$ cat src/rtl/arch_pkg.sv
// Shared architectural definitions for the forwarding unit: register index
// width, the history-entry record and the zero-register match helper.
package arch_pkg;
  localparam int REG_W = 4;

  typedef logic [REG_W-1:0] reg_idx_t;

  localparam reg_idx_t ZERO_REG = '0;

  typedef struct packed {
    logic     valid;
    reg_idx_t dest;
    logic     we;
    logic     load;
  } hist_t;

  // Register 0 is hardwired, so it never produces a hazard.
  function automatic logic src_hit(hist_t e, reg_idx_t src, logic use_src);
    return use_src && (src != ZERO_REG) && e.valid && e.we && (e.dest == src);
  endfunction
endpackage

$ cat src/rtl/forward_control_if.sv
// Decode-side bundle for forward_control. stall_count exists only when
// FWD_STALL_CNT_EN is defined.
interface forward_control_if;
  import arch_pkg::*;

  logic     dec_valid;
  reg_idx_t dec_src_a;
  reg_idx_t dec_src_b;
  logic     dec_use_a;
  logic     dec_use_b;
  reg_idx_t dec_dest;
  logic     dec_we;
  logic     dec_load;
  logic     flush;
  logic     one_a;
  logic     one_b;
  logic     two_a;
  logic     two_b;
  logic     stall;
`ifdef FWD_STALL_CNT_EN
  logic [15:0] stall_count;
`endif

  modport master (
    output dec_valid, dec_src_a, dec_src_b, dec_use_a, dec_use_b,
           dec_dest, dec_we, dec_load, flush,
    input  one_a, one_b, two_a, two_b, stall
`ifdef FWD_STALL_CNT_EN
    , input stall_count
`endif
  );

  modport slave (
    input  dec_valid, dec_src_a, dec_src_b, dec_use_a, dec_use_b,
           dec_dest, dec_we, dec_load, flush,
    output one_a, one_b, two_a, two_b, stall
`ifdef FWD_STALL_CNT_EN
    , output stall_count
`endif
  );
endinterface

$ cat src/rtl/fwd_history.sv
// Two-entry in-flight history (One = one ahead, Two = two ahead) with
// bubble insertion on stall and valid clearing on flush.
module fwd_history
  import arch_pkg::*;
(
  input  logic  clk,
  input  logic  reset,
  input  logic  flush,
  input  logic  stall,
  input  hist_t dec_ent,
  output hist_t one,
  output hist_t two
);
  hist_t one_q, one_d;
  hist_t two_q, two_d;

  always_comb begin
    one_d = one_q;
    two_d = two_q;
    if (flush) begin
      one_d.valid = 1'b0;
      two_d.valid = 1'b0;
    end else begin
      two_d = one_q;
      one_d = stall ? hist_t'('0) : dec_ent;
    end
  end

  always_ff @(posedge clk) begin
    if (reset) begin
      one_q <= '0;
      two_q <= '0;
    end else begin
      one_q <= one_d;
      two_q <= two_d;
    end
  end

  assign one = one_q;
  assign two = two_q;
endmodule

$ cat src/rtl/forward_control.sv
// Operand-forwarding selects and load-use stall for a 2-deep pipeline.
// Optional stall counter enabled by macro FWD_STALL_CNT_EN.
module forward_control
  import arch_pkg::*;
(
  input  logic              clk,
  input  logic              reset,
  forward_control_if.slave  fwd
);
  hist_t dec_ent, one, two;
  logic  live;
  logic  one_a, one_b, two_a, two_b, stall;

  always_comb begin
    dec_ent       = '0;
    dec_ent.valid = fwd.dec_valid;
    dec_ent.dest  = fwd.dec_dest;
    dec_ent.we    = fwd.dec_we;
    dec_ent.load  = fwd.dec_load;
  end

  fwd_history u_hist (
    .clk     (clk),
    .reset   (reset),
    .flush   (fwd.flush),
    .stall   (stall),
    .dec_ent (dec_ent),
    .one     (one),
    .two     (two)
  );

  // A load in One cannot forward yet; it stalls instead, and Two picks it up.
  always_comb begin
    live  = fwd.dec_valid && !fwd.flush;
    one_a = live && !one.load && src_hit(one, fwd.dec_src_a, fwd.dec_use_a);
    one_b = live && !one.load && src_hit(one, fwd.dec_src_b, fwd.dec_use_b);
    two_a = live && !one_a && src_hit(two, fwd.dec_src_a, fwd.dec_use_a);
    two_b = live && !one_b && src_hit(two, fwd.dec_src_b, fwd.dec_use_b);
    stall = live && one.load &&
            (src_hit(one, fwd.dec_src_a, fwd.dec_use_a) ||
             src_hit(one, fwd.dec_src_b, fwd.dec_use_b));
  end

  assign fwd.one_a = one_a;
  assign fwd.one_b = one_b;
  assign fwd.two_a = two_a;
  assign fwd.two_b = two_b;
  assign fwd.stall = stall;

`ifdef FWD_STALL_CNT_EN
  logic [15:0] stall_count_q, stall_count_d;

  always_comb begin
    stall_count_d = stall_count_q;
    if (stall && (stall_count_q != 16'hFFFF))
      stall_count_d = stall_count_q + 16'd1;
  end

  always_ff @(posedge clk) begin
    if (reset) stall_count_q <= '0;
    else       stall_count_q <= stall_count_d;
  end

  assign fwd.stall_count = stall_count_q;
`endif
endmodule

$ cat src/flat_wrapper.sv
// flat-port wrapper written by rule: the top's interface ports become plain ports
module forward_control_flat import arch_pkg::*;
  (clk, reset, fwd_dec_valid, fwd_dec_src_a, fwd_dec_src_b, fwd_dec_use_a, fwd_dec_use_b, fwd_dec_dest, fwd_dec_we, fwd_dec_load, fwd_flush, fwd_one_a, fwd_one_b, fwd_two_a, fwd_two_b, fwd_stall);
  forward_control_if fwd_i ();
  input  logic clk;
  input  logic reset;
  input wire logic [$bits(fwd_i.dec_valid)-1:0] fwd_dec_valid;
  input wire logic [$bits(fwd_i.dec_src_a)-1:0] fwd_dec_src_a;
  input wire logic [$bits(fwd_i.dec_src_b)-1:0] fwd_dec_src_b;
  input wire logic [$bits(fwd_i.dec_use_a)-1:0] fwd_dec_use_a;
  input wire logic [$bits(fwd_i.dec_use_b)-1:0] fwd_dec_use_b;
  input wire logic [$bits(fwd_i.dec_dest)-1:0] fwd_dec_dest;
  input wire logic [$bits(fwd_i.dec_we)-1:0] fwd_dec_we;
  input wire logic [$bits(fwd_i.dec_load)-1:0] fwd_dec_load;
  input wire logic [$bits(fwd_i.flush)-1:0] fwd_flush;
  output wire logic [$bits(fwd_i.one_a)-1:0] fwd_one_a;
  output wire logic [$bits(fwd_i.one_b)-1:0] fwd_one_b;
  output wire logic [$bits(fwd_i.two_a)-1:0] fwd_two_a;
  output wire logic [$bits(fwd_i.two_b)-1:0] fwd_two_b;
  output wire logic [$bits(fwd_i.stall)-1:0] fwd_stall;
  assign fwd_i.dec_valid = fwd_dec_valid;
  assign fwd_i.dec_src_a = fwd_dec_src_a;
  assign fwd_i.dec_src_b = fwd_dec_src_b;
  assign fwd_i.dec_use_a = fwd_dec_use_a;
  assign fwd_i.dec_use_b = fwd_dec_use_b;
  assign fwd_i.dec_dest = fwd_dec_dest;
  assign fwd_i.dec_we = fwd_dec_we;
  assign fwd_i.dec_load = fwd_dec_load;
  assign fwd_i.flush = fwd_flush;
  assign fwd_one_a = fwd_i.one_a;
  assign fwd_one_b = fwd_i.one_b;
  assign fwd_two_a = fwd_i.two_a;
  assign fwd_two_b = fwd_i.two_b;
  assign fwd_stall = fwd_i.stall;
  forward_control u_core (.clk(clk), .reset(reset), .fwd(fwd_i));
endmodule
$ cat config.mk
export PLATFORM = sky130hd
export DESIGN_NAME = forward_control_flat
export DESIGN_NICKNAME = d
export VERILOG_FILES = /design/src/rtl/arch_pkg.sv /design/src/rtl/forward_control_if.sv /design/src/rtl/fwd_history.sv /design/src/rtl/forward_control.sv /design/src/flat_wrapper.sv
export SDC_FILE = /design/constraint.sdc
export NUM_CORES = 1
export LEC_CHECK = 0
export ABC_AREA = 1
export CORE_MARGIN = 2
export CORE_UTILIZATION = 45
export DETAILED_ROUTE_END_ITERATION = 6
export PLACE_DENSITY = 0.77
export SYNTH_ARGS = -nofsm -noshare
export SYNTH_HDL_FRONTEND = slang
export SYNTH_SLANG_ARGS = --single-unit
$ cat constraint.sdc
create_clock -name clk -period 2.62 [get_ports clk]
set_clock_uncertainty 0.2 [all_clocks]
set_input_delay 0.524 -clock clk [delete_from_list [all_inputs] [get_ports clk]]
set_output_delay 0.524 -clock clk [all_outputs]
set_load 0.02 [all_outputs]
# Yosys cells after proc, flatten, opt, wreduce, memory -nomap -nowiden
# Cells that the tools add are included.
# totals
wordCells	45
ff_bits	13
output_inout_bits	5
# classes
reduce_logical	33
eq_ne	4
n_mux	1
# ops
cell	count
1-bit logical AND	24
4-bit == test	4
4-bit nonzero test	2
6-bit two-way mux	1
1-bit zero test	4
3-bit OR reduction	1
2-bit OR reduction	1
1-bit logical OR	1

# Longest topological paths before layout
# Gate-level depths: netlist of run 1.
# logic_depth
word_depth	9
ltp_mapped	10
mapped_depth_nobuf	10

# Hierarchy
# A second synthesis of run 1 with hierarchy kept.
# unflattened
cells_unflattened	130
hier_area_um2	873.3
# modules_own_cells
mod	n_inst	seq_area_each_um2	area_per_inst_um2	cells_per_inst
fwd_history	1	280.3	514.2	56
forward_control	1	0.0	359.1	74

# Worst setup path after synthesis of run 1
# Ideal clock, no wire load.
# synth_timing
path_kind	in2out
startpoint	input fwd_dec_valid
endpoint	output fwd_two_a
t_arrival_ps	1248
slack_ps	648
path_stages	6
n_path_buf	0
path_cell_list	inv_1 -> nor2_1 -> nand3_1 -> nor4_1 -> o21ai_0 -> inv_1
# synth_via
elab_chain_len	6
# synth_rtl
element	line	source
start, declared	flat_wrapper.sv:7	input wire logic [$bits(fwd_i.dec_valid)-1:0] fwd_dec_valid;
1-bit logical AND *	forward_control.sv:34	live = fwd.dec_valid && !fwd.flush;
1-bit logical AND (2 in series)	forward_control.sv:35	one_a = live && !one.load && src_hit(one, fwd.dec_src_a, fwd.dec_use_a);
1-bit zero test	forward_control.sv:37	two_a = live && !one_a && src_hit(two, fwd.dec_src_a, fwd.dec_use_a);
1-bit logical AND * (2 in series)	forward_control.sv:37	
end, declared	flat_wrapper.sv:18	output wire logic [$bits(fwd_i.two_a)-1:0] fwd_two_a;
# Mark *: on every way between the ends. The rest lies on a longest branch, timed or not.

# Worst setup path after layout of run 1
# Ends and elaborated chain as after synthesis.

==> results.yml, run 1 <==
place:
  dp_hpwl_um: 1613
  placed_area_um2: 1140
  dp_slack_ps: -424.1
  place.port_buffers: 24
  gp_congestion: 0.8118
final_layout:
  antennaDiodeCount: 0
  area_growth_pct: 38.93
  layout-drive-gt1-share_pct: 14.72
  fin_area_um2: 1139
  final_nets: 184
timing:
  setup_ws_ps: 72.15
  tightest_slew_ps: 518.6
  rsz0062_at_grt: "yes"
  max_freq_ghz: 0.3925
  drv_slew: 0
  fin_crit_sh_pct: 97.25
  relSlewSlack_pct: 65.39
  finalHoldViolCount: 0
  setup_viol: 0
  layout_min_cycle_time_ps: 2548
global_routing:
  grt_max_degree: 22
  grt.total_usage_pct: 20.89
  grt_use_met1_pct: 27.36
  grt_busiest_layer: "met2"
  use_met3_pct: 2.353
  grt_pass1_vias: 795
  antenna_found_initial: 0
  grt_overflow_total: 0
  grt_pass1_wl_um: 3174
  grt_util_met2_pct: 33.33
drt:
  dr.first_iter.drc_count: 26
  ant_nets: 0
  via_per_inst: 4.846
  route.detailed.drc: 0
  wl_um: 2016
  firstDrtPassIters: 4
  wl_per_cell_um: 10.72
  dr_total_vias: 911
synth:
  synth_edf_count: 0
  ys_ff_latch: 13
  synthFlopType: "dfxtp_1"
  yosysTopAreaCellShare_pct: 31.76
  synthTopCellsByArea: "dfxtp_1, nand2_1, nor2_1"
  syn_area_um2: 819.5
  ys_warn_count: 0
  synthCells: 130
  avgSynthCellArea_um2: 6.304
  yosys.area.top_type: "dfxtp_1"
  synthArstFlopShare_pct: 0
  ys_types: 21
  synthesis.nets: 150
  yosysSeqAreaShare_pct: 31.76
cts:
  clockRootBuffer: "clkbuf_4"
  cts_buffers: 3
  post_cts_buffers: 0
  cts_sinks: 13
  cts_tree: "built"
  cts_hold_buf: 0
  cts_buffer_depth: 2
  worstSkewPairLatency_ps: 280
  h-tree-depth: 1
  clk_pin_slew_ps: 80
setup_path:
  reg2reg_depth: 10
  start_kind: "primary input"
  r2r_slack_ps: 1070
  critPathMaxFanout: 2
  r2r_start: "u_core.u_hist.one[2]"
  cpMostUsedCell: "inv_1"
  path_delay_family: "buffers and inverters"
  crit_slowest_cell: "clkdlybuf4s50_1"
  arrival_ps: 1820
  slowest_delay_ps: 450
  r2r_end: "u_core.u_hist.one[2]"
  crit_buf_inv: 4
  path_cells: "clkdlybuf4s50_1 -> inv_1 -> nor2_1 -> nand3_1 -> nor4_1 -> o21ai_0 -> inv_1 -> buf_2"
  worstPathRequired_ps: 1900
  path_class: "primary input to output pin"
  end_kind: "output pin"
die:
  die_w_um: 46.68
  die_h_um: 46.68
  die_area_um2: 2179
  io_pins: 25
  start_util_pct: 47.46
  core_area_um2: 1727
  rows: 15
power:
  power_leakage_nw: 0.5779
  ir_worst_vdd_v: 0.0003875
  power_density_nw_per_um2: 397.0
run:
  drv_cap: 0
hold_path:
  whs_path_depth: 2
  min_from: "u_core.u_hist.one[6]"
  min_path_type: "flop to flop"
  holdPathEnd: "u_core.u_hist.two[6]"
run_status:
  outcome: "finished, final reports clean"
## metrics by stage
stage	total power, mW	hold WS [ps]	utilization (%)	setup TNS, ps	std cells
floorplan	0.2788	208.4	-	0	130
global placement	0.3284	216.4	66.01	-1727	184
detailed placement	0.3324	223.3	66.01	-1786	184
CTS	0.4561	236.4	66.38	0	188
global route	0.4776	279.9	65.94	-86.16	188
finish	0.4520	238.7	65.94	0	188
## cell usage in the layout, fill, tap and decap left out, drive strengths merged, types with 6 or more instances in the layout
cell / count
xnor2: 6
nand2: 32
nor2: 18
dlygate4sd2: 8
clkdlybuf4s50: 12
buf: 11
a21oi: 11
inv: 19
o21ai: 14
dfxtp: 13
## where the power goes
group | internal [mW] | leakage (nW) | switching [mW]
Combinational | 0.0520 | 0.455 | 0.0507
Sequential | 0.210 | 0.108 | 0.0117
Clock | 0.0591 | 0.0150 | 0.0687
## state kept, by name, indices dropped and copies added, names as in the netlist
| name | count |
|---|---|
| u_core.u_hist.two | 6 |
| u_core.u_hist.one | 7 |
## repair_timing
item	CTS	global route
resized for setup	21	4
pin swaps	1	1
setup endpoints to repair	5	4
endpoints found under the hold margin	0	0
## synthesized netlist by cell type (2+ instances only)
master and number:
a21oi_1 10, clkbuf_1 3, dfxtp_1 13, inv_1 15, inv_2 4, nand2_1 30
nand3_1 4, nor2_1 18, nor4_1 2, o21ai_0 13, xnor2_1 6, xor2_1 3
## layer usage
metal	wire, µm	vias up
met5	0	-
met4	52	0
met3	129	6
met2	910	30
met1	923	393
li1	-	482
## worst max-delay path by stage
stage,start,endpoint,slack [ps],cells past startpoint
final,fwd_dec_valid,fwd_two_a,70,8
after global routing,fwd_dec_valid,fwd_two_b,-50,8
after CTS,fwd_dec_src_b[1],fwd_stall,10,10
after detailed placement,fwd_dec_src_a[1],fwd_two_a,-420,8
after global placement,fwd_dec_src_a[1],fwd_two_a,-420,8
after floorplan,fwd_dec_valid,fwd_two_a,650,6
## logic make-up after synthesis
| kind of cell | Yosys count | synth area share, % |
|---|---|---|
| AO/OA/AOI/OAI | 25 | 15.72 |
| buffers and inverters | 22 | 10.08 |
| flip-flops | 13 | 31.76 |
| AND/OR/NAND/NOR | 61 | 32.82 |
| XOR/XNOR | 9 | 9.619 |
## worst register-to-register path: cells and delay by family (launching register included)
| kind | cells | cell delay, ps |
|---|---|---|
| DFF | 1 | 400 |
| AOI/OAI and AO/OA | 1 | 60 |
| and+or+nand+nor | 7 | 530 |
| buffers and inverters | 2 | 240 |
## final cells by class
| cell class | count | area, µm² |
|---|---|---|
| clock buffer | 4 | 26.28 |
| fill | 164 | 588.1 |
| inverter | 19 | 71.32 |
| multi-input combinational | 95 | 476.7 |
| sequential | 13 | 260.3 |
| tap | 25 | 31.28 |
| timing repair buffer | 32 | 272.8 |
Power figures use the tool's default switching activity.
==> run 2, diff against run 1 <==
--- a/config.mk
+++ b/config.mk
@@ -10,6 +10,7 @@
 export CORE_UTILIZATION = 45
 export DETAILED_ROUTE_END_ITERATION = 6
 export PLACE_DENSITY = 0.77
+export SKIP_CTS_REPAIR_TIMING = 1
 export SYNTH_ARGS = -nofsm -noshare
 export SYNTH_HDL_FRONTEND = slang
 export SYNTH_SLANG_ARGS = --single-unit
==> run 2 against run 1 <==
Against the previous run:
- register-to-register slack about the same
- utilization up 3.2 points
- worst hold slack worse by 1.1 ps
- clock-buffer cell count unchanged
- die area unchanged
- first-iteration DRC count down 3.8%
==> results.yml, run 2 (synthesis results as in run 1) <==
run_status:
  outcome: "finished, final reports clean"
cts:
  cts_sinks: 13
  cts_buffer_depth: 2
  h-tree-depth: 1
  cts_buffers: 3
  cts_tree: "built"
  clk_pin_slew_ps: 80
  worstSkewPairLatency_ps: 280
  clockRootBuffer: "clkbuf_4"
die:
  core_area_um2: 1727
  die_h_um: 46.68
  io_pins: 25
  rows: 15
  die_w_um: 46.68
  start_util_pct: 47.46
  die_area_um2: 2179
setup_path:
  end_kind: "output pin"
  path_class: "primary input to output pin"
  worstPathRequired_ps: 1900
  slowest_delay_ps: 450
  crit_slowest_cell: "clkdlybuf4s50_1"
  arrival_ps: 1820
  critPathMaxFanout: 2
  path_cells: "clkdlybuf4s50_1 -> inv_1 -> nor2_2 -> nand3_1 -> nor4_2 -> o21ai_0 -> inv_1 -> clkbuf_2"
  cpMostUsedCell: "inv_1"
  start_kind: "primary input"
drt:
  via_per_inst: 4.968
  route.detailed.drc: 0
  dr_total_vias: 934
  wl_um: 2032
  wl_per_cell_um: 10.81
  dr.first_iter.drc_count: 25
  firstDrtPassIters: 4
  ant_nets: 0
final_layout:
  multiInputGateArea_um2: 494.2
  n_fill_cell: 152
  regArea_um2: 260.3
  layout-drive-gt1-share_pct: 16.56
  final_common_cell: "nand2_1"
  area_growth_pct: 45.65
  final_nets: 184
  antennaDiodeCount: 0
  layout_common_cells: "nand2_1, nor2_1, inv_1"
  fin_area_um2: 1194
  largest_reg_flops: 7
power:
  power_density_nw_per_um2: 383.5
  ir_worst_vdd_v: 0.0003898
  power_leakage_nw: 0.6621
  power_uw: 457.8
timing:
  layout_min_cycle_time_ps: 2543
  tightest_slew_ps: 523.0
  setup_viol: 0
  fin_crit_sh_pct: 97.07
  max_freq_ghz: 0.3932
  relSlewSlack_pct: 65.10
  drv_slew: 0
  finalHoldViolCount: 0
place:
  placed_area_um2: 1140
  dp_hpwl_um: 1613
  place.port_buffers: 24
  gp_congestion: 0.8118
global_routing:
  grt_overflow_total: 0
  grt_pass1_vias: 801
  antenna_found_initial: 0
  grt_max_degree: 22
  grt.total_usage_pct: 20.97
  grt_pass1_wl_um: 3187
run:
  drv_cap: 0
hold_path:
  min_path_type: "flop to flop"
## run 2: changes by cell type in the layout (fill, tap and decap cells not counted), moves of 2 or more
cell / before / now
dlymetal6s2s_1: 0 / 9
dlygate4sd2_1: 8 / 0
buf_2: 2 / 0
nor2_1: 18 / 16
nor2_2: 0 / 2
nor4_1: 2 / 0
nor4_2: 0 / 2
## run 2: final cells by class
cell class              instances  share of cell area (%)
clock buffers                   4                   2.201
inverters                      19                   5.975
multi-input cells              95                   41.40
flip-flops and latches         13                   21.80
well taps                      25                   2.621
repair buffers                 32                   26.00
## run 2: power by group
part / internal, mW / switching, mW
combinational: 0.0550 / 0.0534
clock: 0.0591 / 0.0687
sequential: 0.210 / 0.0118
## run 2: worst max-delay path, delay by kind of cell
| family | cells | cell delay, ps |
|---|---|---|
| buf+inv | 4 | 720 |
| simple gates | 3 | 460 |
| compound gates | 1 | 110 |
## run 2: final timing paths
kind	startpoint	endpoint	slack, ps	cells past startpoint
max	fwd_dec_valid	fwd_two_a	80	8
min	u_core.u_hist.one[6]	u_core.u_hist.two[6]	240	2
max reg2reg	u_core.u_hist.one[2]	u_core.u_hist.one[2]	1060	10
min reg2reg	u_core.u_hist.one[6]	u_core.u_hist.two[6]	240	2
## run 2: routing by layer
metal	global-route usage, %	up-vias	share of wire [%]
li1	-	475	-
met1	26.89	408	45
met2	34.17	41	45
met3	2.353	10	6.5
met4	11.11	0	3.3
met5	0	-	0
## run 2: per-stage QoR
step                worst slack (ps)  hold WS (ps)  TNS [ps]  cells  util, %
floorplan                      647.7         208.4         0    130        -
global placement              -420.9         216.4     -1727    184    66.01
detailed placement            -424.1         223.3     -1786    184    66.01
CTS                           -439.5         236.4     -1819    188    67.54
global route                  -4.861         273.0    -4.861    188    69.13
finish                         76.74         237.5         0    188    69.13
==> run 3, diff against run 2 <==
--- a/config.mk
+++ b/config.mk
@@ -7,9 +7,9 @@
 export LEC_CHECK = 0
 export ABC_AREA = 1
 export CORE_MARGIN = 2
-export CORE_UTILIZATION = 45
+export CORE_UTILIZATION = 41
 export DETAILED_ROUTE_END_ITERATION = 6
-export PLACE_DENSITY = 0.77
+export PLACE_DENSITY = 0.74
 export SKIP_CTS_REPAIR_TIMING = 1
 export SYNTH_ARGS = -nofsm -noshare
 export SYNTH_HDL_FRONTEND = slang
==> constraint.sdc (replaced) <==
create_clock -name clk -period 2.2 [get_ports clk]
set_clock_uncertainty 0.2 [all_clocks]
set_input_delay 0.44 -clock clk [delete_from_list [all_inputs] [get_ports clk]]
set_output_delay 0.44 -clock clk [all_outputs]
set_load 0.02 [all_outputs]
==> run 3 against run 2 <==
Against the previous run:
- critical path depth unchanged
- register-to-register slack worse by 430 ps
- largest power group unchanged
- highest routed layer unchanged
- global-route usage about the same
- flip-flop and latch count did not move
- die area is 8.9% higher
- first-iteration DRC count decreased by 4.0%
- cell count increased by 4.3%
- setup slack lost 4.7 ps
- critical endpoint unchanged
- critical path type unchanged
- sequential power is 19% higher
- routed wire length rose by 13%
- clock-buffer cell count unchanged
==> results.yml, run 3 (synthesis results as in run 1) <==
drt:
  route.detailed.drc: 0
  wl_per_cell_um: 11.73
  via_per_inst: 4.781
  ant_nets: 0
  wl_um: 2299
  firstDrtPassIters: 4
  dr_total_vias: 937
  dr.first_iter.drc_count: 24
setup_path:
  r2r_start: "u_core.u_hist.one[2]"
  crit_path_start: "fwd_dec_src_a[3]"
  arrival_ps: 1490
  end_kind: "output pin"
  start_kind: "primary input"
  critPathMaxFanout: 3
  worstPathRequired_ps: 1560
  reg2reg_depth: 10
  path_class: "primary input to output pin"
global_routing:
  grt.total_usage_pct: 20.99
  grt_pass1_vias: 834
  antenna_found_initial: 0
  grt_max_degree: 21
  grt_overflow_total: 0
  grt_pass1_wl_um: 3746
timing:
  fin_tns_setup_ps: 0
  setup_viol: 0
  fin_crit_sh_pct: 96.73
  layout_min_cycle_time_ps: 2128
  tightest_slew_ps: 242.9
  finalHoldViolCount: 0
  relSlewSlack_pct: 83.79
  max_freq_ghz: 0.4699
  drv_slew: 0
final_layout:
  antennaDiodeCount: 0
  layout-drive-gt1-share_pct: 26.63
  n_fill_cell: 189
  final_common_cell: "nand2_1"
  fin_cells: 196
  multiInputGateArea_um2: 519.2
  regArea_um2: 264.0
  area_growth_pct: 57.10
  layout_common_cells: "nand2_1, nor2_1, inv_1"
  final_nets: 190
  largest_reg_flops: 7
die:
  start_util_pct: 42.64
  core_area_um2: 1922
  io_pins: 25
  die_w_um: 48.71
  die_area_um2: 2373
  die_h_um: 48.71
  rows: 16
place:
  gp_congestion: 0.8774
  place.port_buffers: 24
  dp_hpwl_um: 1724
  dp_cells: 192
power:
  power_leakage_nw: 0.7079
  power_density_nw_per_um2: 432.9
  ir_worst_vdd_v: 0.0003194
  power_uw: 557.4
cts:
  cts_buffer_depth: 2
  cts_buffers: 3
  clockRootBuffer: "clkbuf_4"
  cts_sinks: 13
  worstSkewPairLatency_ps: 280
  clk_pin_slew_ps: 80
  cts_tree: "built"
  h-tree-depth: 1
hold_path:
  min_from: "u_core.u_hist.one[6]"
  min_path_type: "flop to flop"
  whs_path_depth: 2
run:
  drv_cap: 0
run_status:
  outcome: "finished, final reports clean"
run 3: cell count changes in the layout (fill, tap and decap cells not counted), moves of 3 or more:
| cell | before | now |
|---|---|---|
| dfxtp_1 | 13 | 10 |
| buf_4 | 9 | 13 |
| dlymetal6s2s_1 | 9 | 12 |
| clkdlybuf4s50_1 | 12 | 7 |
| buf_6 | 0 | 4 |
| nand2_2 | 1 | 4 |
| dfxtp_2 | 0 | 3 |
| nand2_1 | 30 | 27 |
run 3: routing by layer:
layer	wire [µm]	vias to the layer above	track usage [%]	share of wire (%)
met1	1041	416	28.16	45
met2	1085	24	31.05	47
met5	0	-	0	0
met3	83	9	4.012	3.6
li1	-	488	-	-
met4	89	0	12.86	3.9
run 3: cell type report:
| cell class | count | share of cell area, % |
|---|---|---|
| inverter | 19 | 5.539 |
| sequential | 13 | 20.51 |
| tap | 27 | 2.624 |
| multi-input combinational | 95 | 40.33 |
| timing repair buffer | 38 | 28.96 |
| clock buffer | 4 | 2.041 |
run 3: where the power goes:
group          internal, mW  switching (mW)  leakage (nW)
Clock                0.0705          0.0791        0.0150
Combinational        0.0748          0.0691         0.584
Sequential            0.251          0.0132         0.108
Total                 0.396           0.161         0.708
run 3: metrics by stage:
stage | setup slack [ps] | utilization [%] | instance area (µm²) | hold slack (ps)
detailed placement | -674.3 | 61.78 | 1187 | 233.1
finish | 72.02 | 66.99 | 1287 | 243.9
floorplan | 395.7 | - | 819.5 | 208.4
global route | -28.64 | 66.99 | 1287 | 283.1
global placement | -701.6 | 61.78 | 1187 | 232.9
CTS | -695.6 | 63.15 | 1214 | 245.2
run 3: worst paths after layout:
check	endpoint	slack [ps]
worst max-delay path	fwd_two_a	70
worst min-delay path	u_core.u_hist.two[6]	240
worst max register to register	u_core.u_hist.one[3]	630
worst min register to register	u_core.u_hist.two[6]	240
run 3: critical path: stages:
cell            delay, ps
dlymetal6s2s_1        180
buf_4                 160
nand2_1                80
nand4_1                80
nand3b_1              200
o21ai_1               160
inv_1                  60
buf_6                 120
